File: src/rtl/cdb_arbiter.sv
// Common data bus arbiter: picks one ready result source per cycle and
// broadcasts its tag/register/data on a registered CDB. Round-robin or
// fixed-priority selection; consumer back-pressure freezes the bus.
module cdb_arbiter #(
    parameter int NUM_SRC = 4,
    parameter int DATA_W  = 16,
    parameter int TAG_W   = 3,
    parameter int REG_W   = 3,
    parameter int RR_MODE = 1,
    localparam int SRC_W  = $clog2(NUM_SRC)
) (
    input  logic                      clk,
    input  logic                      rst,
    input  logic [NUM_SRC-1:0]        src_req,
    input  logic [NUM_SRC*TAG_W-1:0]  src_tag,
    input  logic [NUM_SRC*REG_W-1:0]  src_reg,
    input  logic [NUM_SRC*DATA_W-1:0] src_data,
    input  logic                      cdb_stall,
    output logic [NUM_SRC-1:0]        src_grant,
    output logic                      cdb_valid,
    output logic [TAG_W-1:0]          cdb_tag,
    output logic [REG_W-1:0]          cdb_reg,
    output logic [DATA_W-1:0]         cdb_data,
    output logic [SRC_W-1:0]          cdb_src
);

    logic [SRC_W-1:0]  ptr_q, ptr_d;
    logic              valid_q, valid_d;
    logic [TAG_W-1:0]  tag_q, tag_d;
    logic [REG_W-1:0]  reg_q, reg_d;
    logic [DATA_W-1:0] data_q, data_d;
    logic [SRC_W-1:0]  src_q, src_d;

    logic [SRC_W-1:0]  gnt_idx;
    logic              gnt_any;
    logic [SRC_W:0]    probe;

    // Grant: first requester at or above the search start, wrapping; the start
    // is ptr in round-robin mode and 0 in fixed-priority mode. Payload never enters here.
    always_comb begin
        src_grant = '0;
        gnt_idx   = '0;
        gnt_any   = 1'b0;
        probe     = '0;
        if (!cdb_stall) begin
            for (int k = 0; k < NUM_SRC; k++) begin
                probe = (RR_MODE != 0) ? ({1'b0, ptr_q} + (SRC_W+1)'(k)) : (SRC_W+1)'(k);
                if (probe >= (SRC_W+1)'(NUM_SRC)) begin
                    probe = probe - (SRC_W+1)'(NUM_SRC);
                end
                if (!gnt_any && src_req[probe[SRC_W-1:0]]) begin
                    gnt_any                       = 1'b1;
                    gnt_idx                       = probe[SRC_W-1:0];
                    src_grant[probe[SRC_W-1:0]]   = 1'b1;
                end
            end
        end
    end

    // Next bus state: load the winner, drop valid when idle, hold everything on stall.
    always_comb begin
        ptr_d   = ptr_q;
        valid_d = valid_q;
        tag_d   = tag_q;
        reg_d   = reg_q;
        data_d  = data_q;
        src_d   = src_q;
        if (!cdb_stall) begin
            if (gnt_any) begin
                valid_d = 1'b1;
                tag_d   = src_tag[int'(gnt_idx)*TAG_W +: TAG_W];
                reg_d   = src_reg[int'(gnt_idx)*REG_W +: REG_W];
                data_d  = src_data[int'(gnt_idx)*DATA_W +: DATA_W];
                src_d   = gnt_idx;
                if (RR_MODE != 0) begin
                    ptr_d = (gnt_idx == SRC_W'(NUM_SRC-1)) ? '0 : gnt_idx + 1'b1;
                end
            end else begin
                valid_d = 1'b0;
            end
        end
    end

    // Bus and pointer registers; reset discards any pending broadcast.
    always_ff @(posedge clk or posedge rst) begin
        if (rst) begin
            ptr_q   <= '0;
            valid_q <= 1'b0;
            tag_q   <= '0;
            reg_q   <= '0;
            data_q  <= '0;
            src_q   <= '0;
        end else begin
            ptr_q   <= ptr_d;
            valid_q <= valid_d;
            tag_q   <= tag_d;
            reg_q   <= reg_d;
            data_q  <= data_d;
            src_q   <= src_d;
        end
    end

    assign cdb_valid = valid_q;
    assign cdb_tag   = tag_q;
    assign cdb_reg   = reg_q;
    assign cdb_data  = data_q;
    assign cdb_src   = src_q;

endmodule

File: config.mk
export PLATFORM = sky130hd
export DESIGN_NAME = cdb_arbiter
export DESIGN_NICKNAME = d
export VERILOG_FILES = /design/src/rtl/cdb_arbiter.sv
export SDC_FILE = /design/constraint.sdc
export NUM_CORES = 1
export LEC_CHECK = 0
export ABC_AREA = 1
export CAP_MARGIN = 10
export CORE_MARGIN = 4
export CORE_UTILIZATION = 35
export CTS_CLUSTER_DIAMETER = 40
export DETAILED_ROUTE_END_ITERATION = 6
export GPL_TIMING_DRIVEN = 1
export PLACE_DENSITY = 0.69
export RECOVER_POWER = 25
export SYNTH_ARGS = -nofsm -noshare
export SYNTH_HDL_FRONTEND = slang
export SYNTH_SLANG_ARGS = --single-unit
File: constraint.sdc
create_clock -name clk -period 5.3 [get_ports clk]
set_input_delay 0.53 -clock clk [delete_from_list [all_inputs] [get_ports clk]]
set_output_delay 0.53 -clock clk [all_outputs]
set_load 0.005 [all_outputs]
==> results_dict.tcl, run 1 <==
set metrics [dict create \
    status "finished clean" \
    critPathLaunchType "register" \
    gr-usage-all-layers 0.192 \
    die_area_mm2 0.00936 \
    first_pass_iters 6 \
    clk_latency_ns 0.27 \
    power_mw 2.00 \
    place_hpwl_um 6770 \
    fin_nets 675 \
    yosys.area_share.simple 0.467 \
    drive_above_1_share 0.0350 \
    critPathRequiredTime_ns 5.52 \
    final_cell_mix "162 x nand2_1, 113 x inv_1, 112 x clkdlybuf4s50_1, 51 x nand3_1, 46 x nand4_1" \
    leakage_nw 2.25 \
    critical_path_depth 14 \
    worstMarginPinSlew_ns 1.06 \
    synth_seq_area_share 0.245 \
    drt_iter0_markers 185 \
    rsz0062_at_grt "no" \
    crit_chain "inv_4, ha_1, inv_1, nand3_2, nand2_4, nor2_4, nor2_2, nand2_4, nand3_2, nand2_1, nand3_1, nand2_1, nand2_1, nand2_1" \
    largest_register_ffs 16 \
    cp-end-kind "register" \
    start_util 0.359 \
    hold_violations 0 \
    viasPerCell 4.83 \
    dp_worst_setup_slack_ns 1.70 \
    grt_start_max_net_pins 51 \
    critPathTopFamily "simple AND/OR/NAND/NOR gates" \
    vias 3253 \
    setup_ws_ns 1.71 \
    synth_top_family_by_area "simple AND/OR/NAND/NOR gates" \
    postCtsSetupRepairBufs 0 \
    cts_root_buf "clkbuf_8" \
    crit_top_cell "nand2_1" \
    drv_cap 0 \
    drt_wl_total_um 9160 \
    grt_pass1_wl_um 15400 \
    finalSetupViolCount 0 \
    clock_skew_ns 0.00260 \
    pin_count 124 \
    synth_cells 469 \
    netlist_area_mm2 0.00276 \
    path_buf_inv 2 \
    rrSetupSlack_ns 1.71 \
    fmax_mhz 279 \
    timing.final.crit_share 0.676 \
    critPathLaunch "ptr_q[0]$_DFFE_PP0P_" \
    syn_avg_cell_area_um2 5.88 \
    die_x_um 96.8 \
    reg2reg_from "ptr_q[0]$_DFFE_PP0P_" \
    hold_class "reg2reg" \
    port_buffers 123 \
    worst_hold_slack_ns 0.488 \
    path_max_fanout 47 \
    gp_congestion 0.986 \
    max_slew_margin 0.292 \
    drc 0 \
    synthMuxAreaShare 0 \
    drt.antenna.violating_nets 0 \
    overflow 0 \
    slew_viol_final 0 \
    synth-seq-cells 27 \
    cts_hold_buffers 0 \
    crit_end "cdb_reg[1]$_DFFE_PP0P_" \
    fp.dieH_um 96.8 \
    core_area_mm2 0.00769 \
    area_growth_pct 45.9 \
    critPathMaxStageDelay_ns 0.82 \
    worstSetupPathType "reg2reg" \
    yosys_warnings 0 \
    cts_buffers 3 \
    routedWlPerCell_um 13.6 \
    synth_compound_area_frac 0.0318 \
    synth_xor_area_frac 0.00318 \
    cts_resized 0 \
    cp_data_arrival_time_ns 3.80 \
    clock_sinks 27 \
    grt_pass1_vias 3252 \
    fin_crit_ns 3.59 \
    setup_tns_ns 0 \
    cts-htree-levels 1 \
    powerDensity_mw_per_mm2 496 \
    peakVddDrop_mv 0.190 \
    ys_types 27 \
    syn_nets 572 \
    clock_path_buffers 2 \
    clk_pin_slew_ns 0.09 \
    antenna_found_initial 0 \
    stdcell_area_mm2 0.00402 \
    layout.cells.most_common "nand2_1" \
    n_antenna_cell 0 \
    tritoncts "built" \
    r2r-end "cdb_reg[1]$_DFFE_PP0P_" \
    synth_fa_ha_area_frac 0.0363 \
    num_rows 32 \
    dpl_cell_area_mm2 0.00398 \
    critical_path.slowest_cell "nand3_2" \
    reg2reg_depth 14 \
]
## where the power goes
| group | leakage [nW] | internal (mW) | total [mW] | switching (mW) |
|---|---|---|---|---|
| Combinational | 1.90 | 0.580 | 1.48 | 0.898 |
| Sequential | 0.327 | 0.311 | 0.399 | 0.0881 |
| Clock | 0.0228 | 0.0539 | 0.120 | 0.0657 |
| Total | 2.25 | 0.945 | 2.00 | 1.05 |
## routing by layer
metal | wire length [µm] | GRT usage | part of all wire
met1 | 4010 | 0.251 | 0.44
met2 | 4360 | 0.319 | 0.48
met3 | 645 | 0.0454 | 0.070
met4 | 144 | 0.0454 | 0.016
met5 | 0 | 0 | 0
## kinds of logic (layout without fill, tap and decap cells)
family | Yosys count | after routing
buf+inv | 144 | 246
fa+ha+maj | 8 | 8
simple gates | 273 | 273
flops | 27 | 27
compound gates | 16 | 16
xor+xnor | 1 | 1
## how the worst min path moves through the flow
| stage | startpoint | endpoint | slack (ns) | cells past startpoint |
|---|---|---|---|---|
| after global routing | cdb_data[6]$_DFFE_PP0P_ | cdb_data[6]$_DFFE_PP0P_ | 0.51 | 2 |
| final | cdb_data[9]$_DFFE_PP0P_ | cdb_data[9]$_DFFE_PP0P_ | 0.49 | 2 |
| after floorplan | cdb_valid$_DFFE_PP0N_ | cdb_valid$_DFFE_PP0N_ | 0.47 | 2 |
| after global placement | cdb_data[4]$_DFFE_PP0P_ | cdb_data[4]$_DFFE_PP0P_ | 0.46 | 2 |
| after detailed placement | cdb_src[1]$_DFFE_PP0P_ | cdb_src[1]$_DFFE_PP0P_ | 0.47 | 2 |
| after CTS | cdb_src[1]$_DFFE_PP0P_ | cdb_src[1]$_DFFE_PP0P_ | 0.49 | 2 |
## area by class of cell
type	instances	area [µm²]
clock buffer	4	45.0
fill	798	3660
inverter	117	444
multi-input combinational	298	1480
sequential	27	676
tap	102	128
timing repair buffer	125	1250
## Yosys cell counts, drive strengths merged
cell    count  area [µm²]
clkbuf      9        33.8
nand3      55         295
nand2     167         654
a31oi       1        6.26
dfrtp      27         676
inv       116         440
buf        18         120
nor2        3        21.3
o22ai       3        18.8
nand4      47         309
ha          8         100
a22oi       1        7.51
o21ai       7        35.0
clkinv      1        3.75
xnor2       1        8.76
a21oi       4        20.0
nand3b      1        7.51
## per-stage QoR
step,utilization,instances
finish,0.523,673
global route,0.523,673
CTS,0.523,673
detailed placement,0.517,669
global placement,0.517,669
floorplan,-,469
## worst reg2reg max path: cells and delay by family, from the launching register on
kind          cells  cell delay [ns]
fa+ha+maj         1             0.36
buf+inv           2             0.21
flops             1             0.70
simple gates     11             2.25
Power figures use the tool's default switching activity.
==> run 2, diff against run 1 <==
==> constraint.sdc (replaced) <==
create_clock -name clk -period 3.7 [get_ports clk]
set_input_delay 0.37 -clock clk [delete_from_list [all_inputs] [get_ports clk]]
set_output_delay 0.37 -clock clk [all_outputs]
set_load 0.005 [all_outputs]
==> run 2 against run 1 <==
Clock power is 44% higher; highest routed layer unchanged; largest cell class unchanged; first-iteration DRC count is 1.1% higher; die area stayed put; worst setup slack worse by 1.3 ns; count of clock-buffer cells in the layout is 1 lower; largest power group unchanged; worst hold slack worse by 0.057 ns; critical endpoint is now src_grant[2]; sequential power is 43% higher; non-clock buffer count is 4 higher.
==> results_dict.tcl, run 2 (synthesis gave the netlist of run 1 again) <==
set metrics [dict create \
    final_util 0.527 \
    pin_count 124 \
    grt_pass1_vias 3195 \
    antenna_found_initial 0 \
    vias 3207 \
    critPathLaunchType "register" \
    drc 0 \
    critical_path_depth 12 \
    grt_pass1_wl_um 15400 \
    gr-usage-all-layers 0.194 \
    hold_class "in2async" \
    start_util 0.359 \
    clk_pin_slew_ns 0.10 \
    gp_congestion 0.966 \
    critPathTopFamily "buffers and inverters" \
    core_area_mm2 0.00769 \
    grt_start_max_net_pins 48 \
    clk_latency_ns 0.27 \
    multi_input_area_mm2 0.00148 \
    rsz0062_at_grt "no" \
    crit_top_cell "inv_1" \
    leakage_nw 2.26 \
    num_rows 32 \
    final_cell_mix "162 x nand2_1, 122 x clkdlybuf4s50_1, 113 x inv_1, 51 x nand3_1, 46 x nand4_1" \
    fin_crit_ns 3.27 \
    drt.antenna.violating_nets 0 \
    finalSetupViolCount 0 \
    routedWlPerCell_um 13.7 \
    n_antenna_cell 0 \
    max_slew_margin 0.133 \
    setup_tns_ns 0 \
    critPathMaxStageDelay_ns 0.68 \
    clock_sinks 27 \
    overflow 0 \
    drt_wl_total_um 9260 \
    slew_viol_final 0 \
    drive_above_1_share 0.0417 \
    critPathRequiredTime_ns 3.33 \
    worstSetupPathType "reg2out" \
    viasPerCell 4.74 \
    status "finished clean" \
    clock_skew_ns 0.00437 \
    fin_nets 679 \
    postCtsSetupRepairBufs 0 \
    drv_cap 0 \
    die_area_mm2 0.00936 \
    fp.dieH_um 96.8 \
    critical_path.slowest_cell "dfrtp_1" \
    clock_path_buffers 2 \
    place_hpwl_um 6670 \
    ff_latch_area_um2 676 \
    path_buf_inv 4 \
    peakVddDrop_mv 0.361 \
    worstMarginPinSlew_ns 1.30 \
    fmax_mhz 306 \
    fillers 784 \
    hold_violations 0 \
    cts_resized 0 \
    cts_hold_buffers 0 \
    largest_register_ffs 16 \
    port_buffers 123 \
    die_x_um 96.8 \
    drt_iter0_markers 187 \
    reg2reg_depth 14 \
    layout.cells.most_common "nand2_1" \
    cts-htree-levels 1 \
    path_max_fanout 14 \
    timing.final.crit_share 0.883 \
    area_growth_pct 46.9 \
    first_pass_iters 4 \
    tritoncts "built" \
    crit_chain "inv_4, ha_1, inv_1, nand3_2, nand2_4, nand3_1, o22ai_1, a21oi_1, o21ai_0, nand2_1, inv_1, clkdlybuf4s50_1" \
    powerDensity_mw_per_mm2 716 \
    cts_root_buf "clkbuf_8" \
    cp_data_arrival_time_ns 2.90 \
    cts_buffers 3 \
    cp-end-kind "primary output" \
]
## run 2: cell types whose count changed in the layout (fill, tap and decap cells not counted), sizes merged
cell and delta:
dlygate4sd3 -10, clkinv +1, buf +3, clkdlybuf4s50 +10
## run 2: worst register-to-register path, stage by stage (launching register included)
cell	delay, ns
dfrtp_1	0.68
inv_4	0.13
ha_1	0.37
inv_1	0.08
nand3_2	0.09
nand2_4	0.09
nor2_4	0.17
nor2_2	0.06
nand2_4	0.09
nand3_2	0.72
nand2_1	0.28
nand3_1	0.13
nand2_1	0.09
nand2_1	0.05
nand2_1	0.08
## run 2: final cells by class
class	instances	share of cell area
clock buffers	3	0.0102
well taps	102	0.0315
flip-flops and latches	27	0.167
multi-input cells	298	0.366
clock inverters	1	0.00124
repair buffers	129	0.314
inverters	117	0.110
## run 2: where the power goes
part | internal, mW | switching, mW | total, mW
clock network | 0.0755 | 0.0975 | 0.173
registers | 0.445 | 0.124 | 0.569
logic | 0.866 | 1.29 | 2.16
## run 2: per-stage QoR
stage	hold WS (ns)	area, µm²	instances	total power, mW	setup slack [ns]
after floorplan	0.423	2760	469	2.05	1.51
after global placement	0.460	4000	672	2.69	0.705
after detailed placement	0.464	4000	672	2.73	0.570
after CTS	0.491	4050	676	2.92	0.443
after global routing	0.453	4050	677	3.21	0.181
final	0.431	4050	677	2.90	0.434
## run 2: final timing paths
kind,end,from,slack [ns]
max,src_grant[2],ptr_q[0]$_DFFE_PP0P_,0.43
min,cdb_data[6]$_DFFE_PP0P_,rst,0.43
max reg2reg,cdb_data[14]$_DFFE_PP0P_,ptr_q[0]$_DFFE_PP0P_,0.55
min reg2reg,cdb_data[4]$_DFFE_PP0P_,cdb_data[4]$_DFFE_PP0P_,0.49
max in group asynchronous,cdb_src[0]$_DFFE_PP0P_,rst,1.81
min in group clk,cdb_data[4]$_DFFE_PP0P_,cdb_data[4]$_DFFE_PP0P_,0.49
## run 2: layer usage
layer	up-vias	GRT usage	wire length [µm]
li1	1652	-	-
met1	1414	0.240	3870
met2	135	0.345	4560
met3	6	0.0476	771
met4	0	0.0292	64
met5	-	0	0
==> run 3, diff against run 2 <==
--- a/config.mk
+++ b/config.mk
@@ -12,7 +12,7 @@
 export CTS_CLUSTER_DIAMETER = 40
 export DETAILED_ROUTE_END_ITERATION = 6
 export GPL_TIMING_DRIVEN = 1
-export PLACE_DENSITY = 0.69
+export PLACE_DENSITY = 0.72
 export RECOVER_POWER = 25
 export SYNTH_ARGS = -nofsm -noshare
 export SYNTH_HDL_FRONTEND = slang
==> constraint.sdc (replaced) <==
create_clock -name clk -period 2.9 [get_ports clk]
set_input_delay 0.29 -clock clk [delete_from_list [all_inputs] [get_ports clk]]
set_output_delay 0.29 -clock clk [all_outputs]
set_load 0.005 [all_outputs]
==> run 3 against run 2 <==
The flow now finishes with violations (capacitance limit, slew limit); worst setup slack got worse by 0.22 ns; count of clock-buffer cells in the layout unchanged; sequential cell count unchanged; critical endpoint is now src_grant[3]; largest power group unchanged; highest routed layer is now met5.
==> results_dict.tcl, run 3 (synthesis gave the netlist of run 1 again) <==
set metrics [dict create \
    fin_crit_ns 2.69 \
    cp-end-kind "primary output" \
    r2r-end "cdb_data[1]$_DFFE_PP0P_" \
    gr-usage-all-layers 0.185 \
    clock_skew_ns 0.00969 \
    grt_use_met1 0.226 \
    num_rows 32 \
    max_slew_margin -0.0523 \
    tritoncts "built" \
    stdcell_area_mm2 0.00414 \
    layout.cells.most_common "nand2_1" \
    violations "capacitance limit, slew limit" \
    clk_pin_slew_ns 0.10 \
    status "complete, but fails checks" \
    fillers 754 \
    die_area_mm2 0.00936 \
    power_mw 3.84 \
    powerDensity_mw_per_mm2 927 \
    port_buffers 123 \
    viasPerCell 4.84 \
    grt_start_max_net_pins 45 \
    busiest_layer "met2" \
    rsz0062_at_grt "no" \
    finalSetupViolCount 0 \
    antenna_found_initial 1 \
    grt_use_met2 0.320 \
    critPathRequiredTime_ns 2.61 \
    slew_viol_final 28 \
    clock_sinks 27 \
    holdPathStages 2 \
    drv_cap 1 \
    core_area_mm2 0.00769 \
    final_cell_mix "162 x nand2_1, 122 x clkdlybuf4s50_1, 113 x inv_1, 50 x nand3_1, 46 x nand4_1" \
    use_met3 0.0548 \
    fmax_mhz 372 \
    cts_root_buf "clkbuf_8" \
    min_from "cdb_valid$_DFFE_PP0N_" \
    vias 3311 \
    min_to "cdb_valid$_DFFE_PP0N_" \
    cts_buffers 3 \
    worstMarginPinSlew_ns 1.58 \
    worst_hold_slack_ns 0.484 \
    routedWlPerCell_um 13.2 \
    n_antenna_cell 0 \
    clk_latency_ns 0.28 \
    dpl_cell_area_mm2 0.00406 \
    gp_congestion 0.955 \
    worstSetupPathType "reg2out" \
    die_x_um 96.8 \
    grt_pass1_vias 3156 \
    peakVddDrop_mv 0.531 \
    cts_hold_buffers 0 \
    area_growth_pct 50.2 \
    cp_data_arrival_time_ns 2.40 \
    pin_count 124 \
    leakage_nw 2.29 \
    reg2reg_from "ptr_q[1]$_DFFE_PP0P_" \
    place_hpwl_um 6690 \
    drc 0 \
    timing.final.crit_share 0.927 \
    start_util 0.359 \
    first_pass_iters 4 \
    setup_tns_ns 0 \
    largest_register_ffs 16 \
    critPathLaunchType "register" \
    dp_worst_setup_slack_ns 0.299 \
    drt_wl_total_um 9050 \
    grt_pass1_wl_um 14700 \
    drive_above_1_share 0.0601 \
    rrSetupSlack_ns 0.43 \
    drt.antenna.violating_nets 0 \
    path_max_fanout 7 \
    fp.dieH_um 96.8 \
    overflow 0 \
    reg2reg_depth 14 \
    cts-htree-levels 1 \
    drt_iter0_markers 156 \
    clock_path_buffers 2 \
    setup_ws_ns 0.211 \
    fin_nets 686 \
    hold_class "reg2reg" \
    hold_violations 0 \
]
## run 3: changes by cell type in the layout (fill, tap and decap cells not counted), sizes merged
| cell | before | now |
|---|---|---|
| buf | 5 | 12 |
| clkinvlp | 0 | 1 |
| clkinv | 2 | 1 |
## run 3: final cells by class
cell class / count / area [µm²] / share of cell area
multi-input cells: 298 / 1510 / 0.364
inverters: 117 / 444 / 0.107
clock inverters: 1 / 7.51 / 0.00181
clock buffers: 3 / 41.3 / 0.00997
repair buffers: 136 / 1340 / 0.323
well taps: 102 / 128 / 0.0308
flip-flops and latches: 27 / 677 / 0.163
## run 3: stage by stage
stage          utilization  cells
6_report             0.539    684
5_1_grt              0.539    684
4_1_cts              0.534    682
3_5_place_dp         0.528    678
3_3_place_gp         0.528    678
2_1_floorplan            -    469
## run 3: power by group
group	leakage, nW	internal [mW]	total (mW)	switching (mW)
Combinational	1.95	1.20	2.92	1.71
Sequential	0.326	0.570	0.692	0.122
Clock	0.0217	0.0978	0.232	0.134
Total	2.29	1.87	3.84	1.97
## run 3: how the worst max path moves through the flow
stage	startpoint	end	slack, ns	cells past startpoint
6_report	ptr_q[1]$_DFFE_PP0P_	src_grant[3]	0.21	12
5_1_grt	ptr_q[1]$_DFFE_PP0P_	src_grant[2]	0.06	12
4_1_cts	ptr_q[1]$_DFFE_PP0P_	src_grant[1]	0.07	12
3_5_place_dp	ptr_q[1]$_DFFE_PP0P_	cdb_data[1]$_DFFE_PP0P_	0.30	15
3_3_place_gp	src_req[3]	src_grant[3]	0.38	13
2_1_floorplan	ptr_q[0]$_DFFE_PP0P_	cdb_data[11]$_DFFE_PP0P_	0.71	14
## run 3: layer usage
| layer | vias up | part of all wire |
|---|---|---|
| met1 | 1466 | 0.43 |
| li1 | 1669 | - |
| met3 | 13 | 0.098 |
| met2 | 161 | 0.46 |
| met5 | - | 0.00077 |
| met4 | 2 | 0.014 |
## run 3: worst max-delay path: stages (launching register included)
cell and delay [ns]:
dfrtp_2 0.45, inv_1 0.13, ha_4 0.22, inv_1 0.08, nand3_2 0.09, nand2_4 0.13, nand3_2 0.13, o22ai_1 0.13
a21oi_1 0.06, o21ai_0 0.07, nand2_1 0.08, inv_1 0.06, clkdlybuf4s50_1 0.49
## run 3: what timing repair did
| item | in CTS | in global routing |
|---|---|---|
| gates cloned | 0 | 0 |
| endpoints found under the setup margin | 1 | 4 |
| buffers inserted | 0 | 2 |
| gates resized for setup | 1 | 3 |
| endpoints found under the hold margin | 0 | 0 |
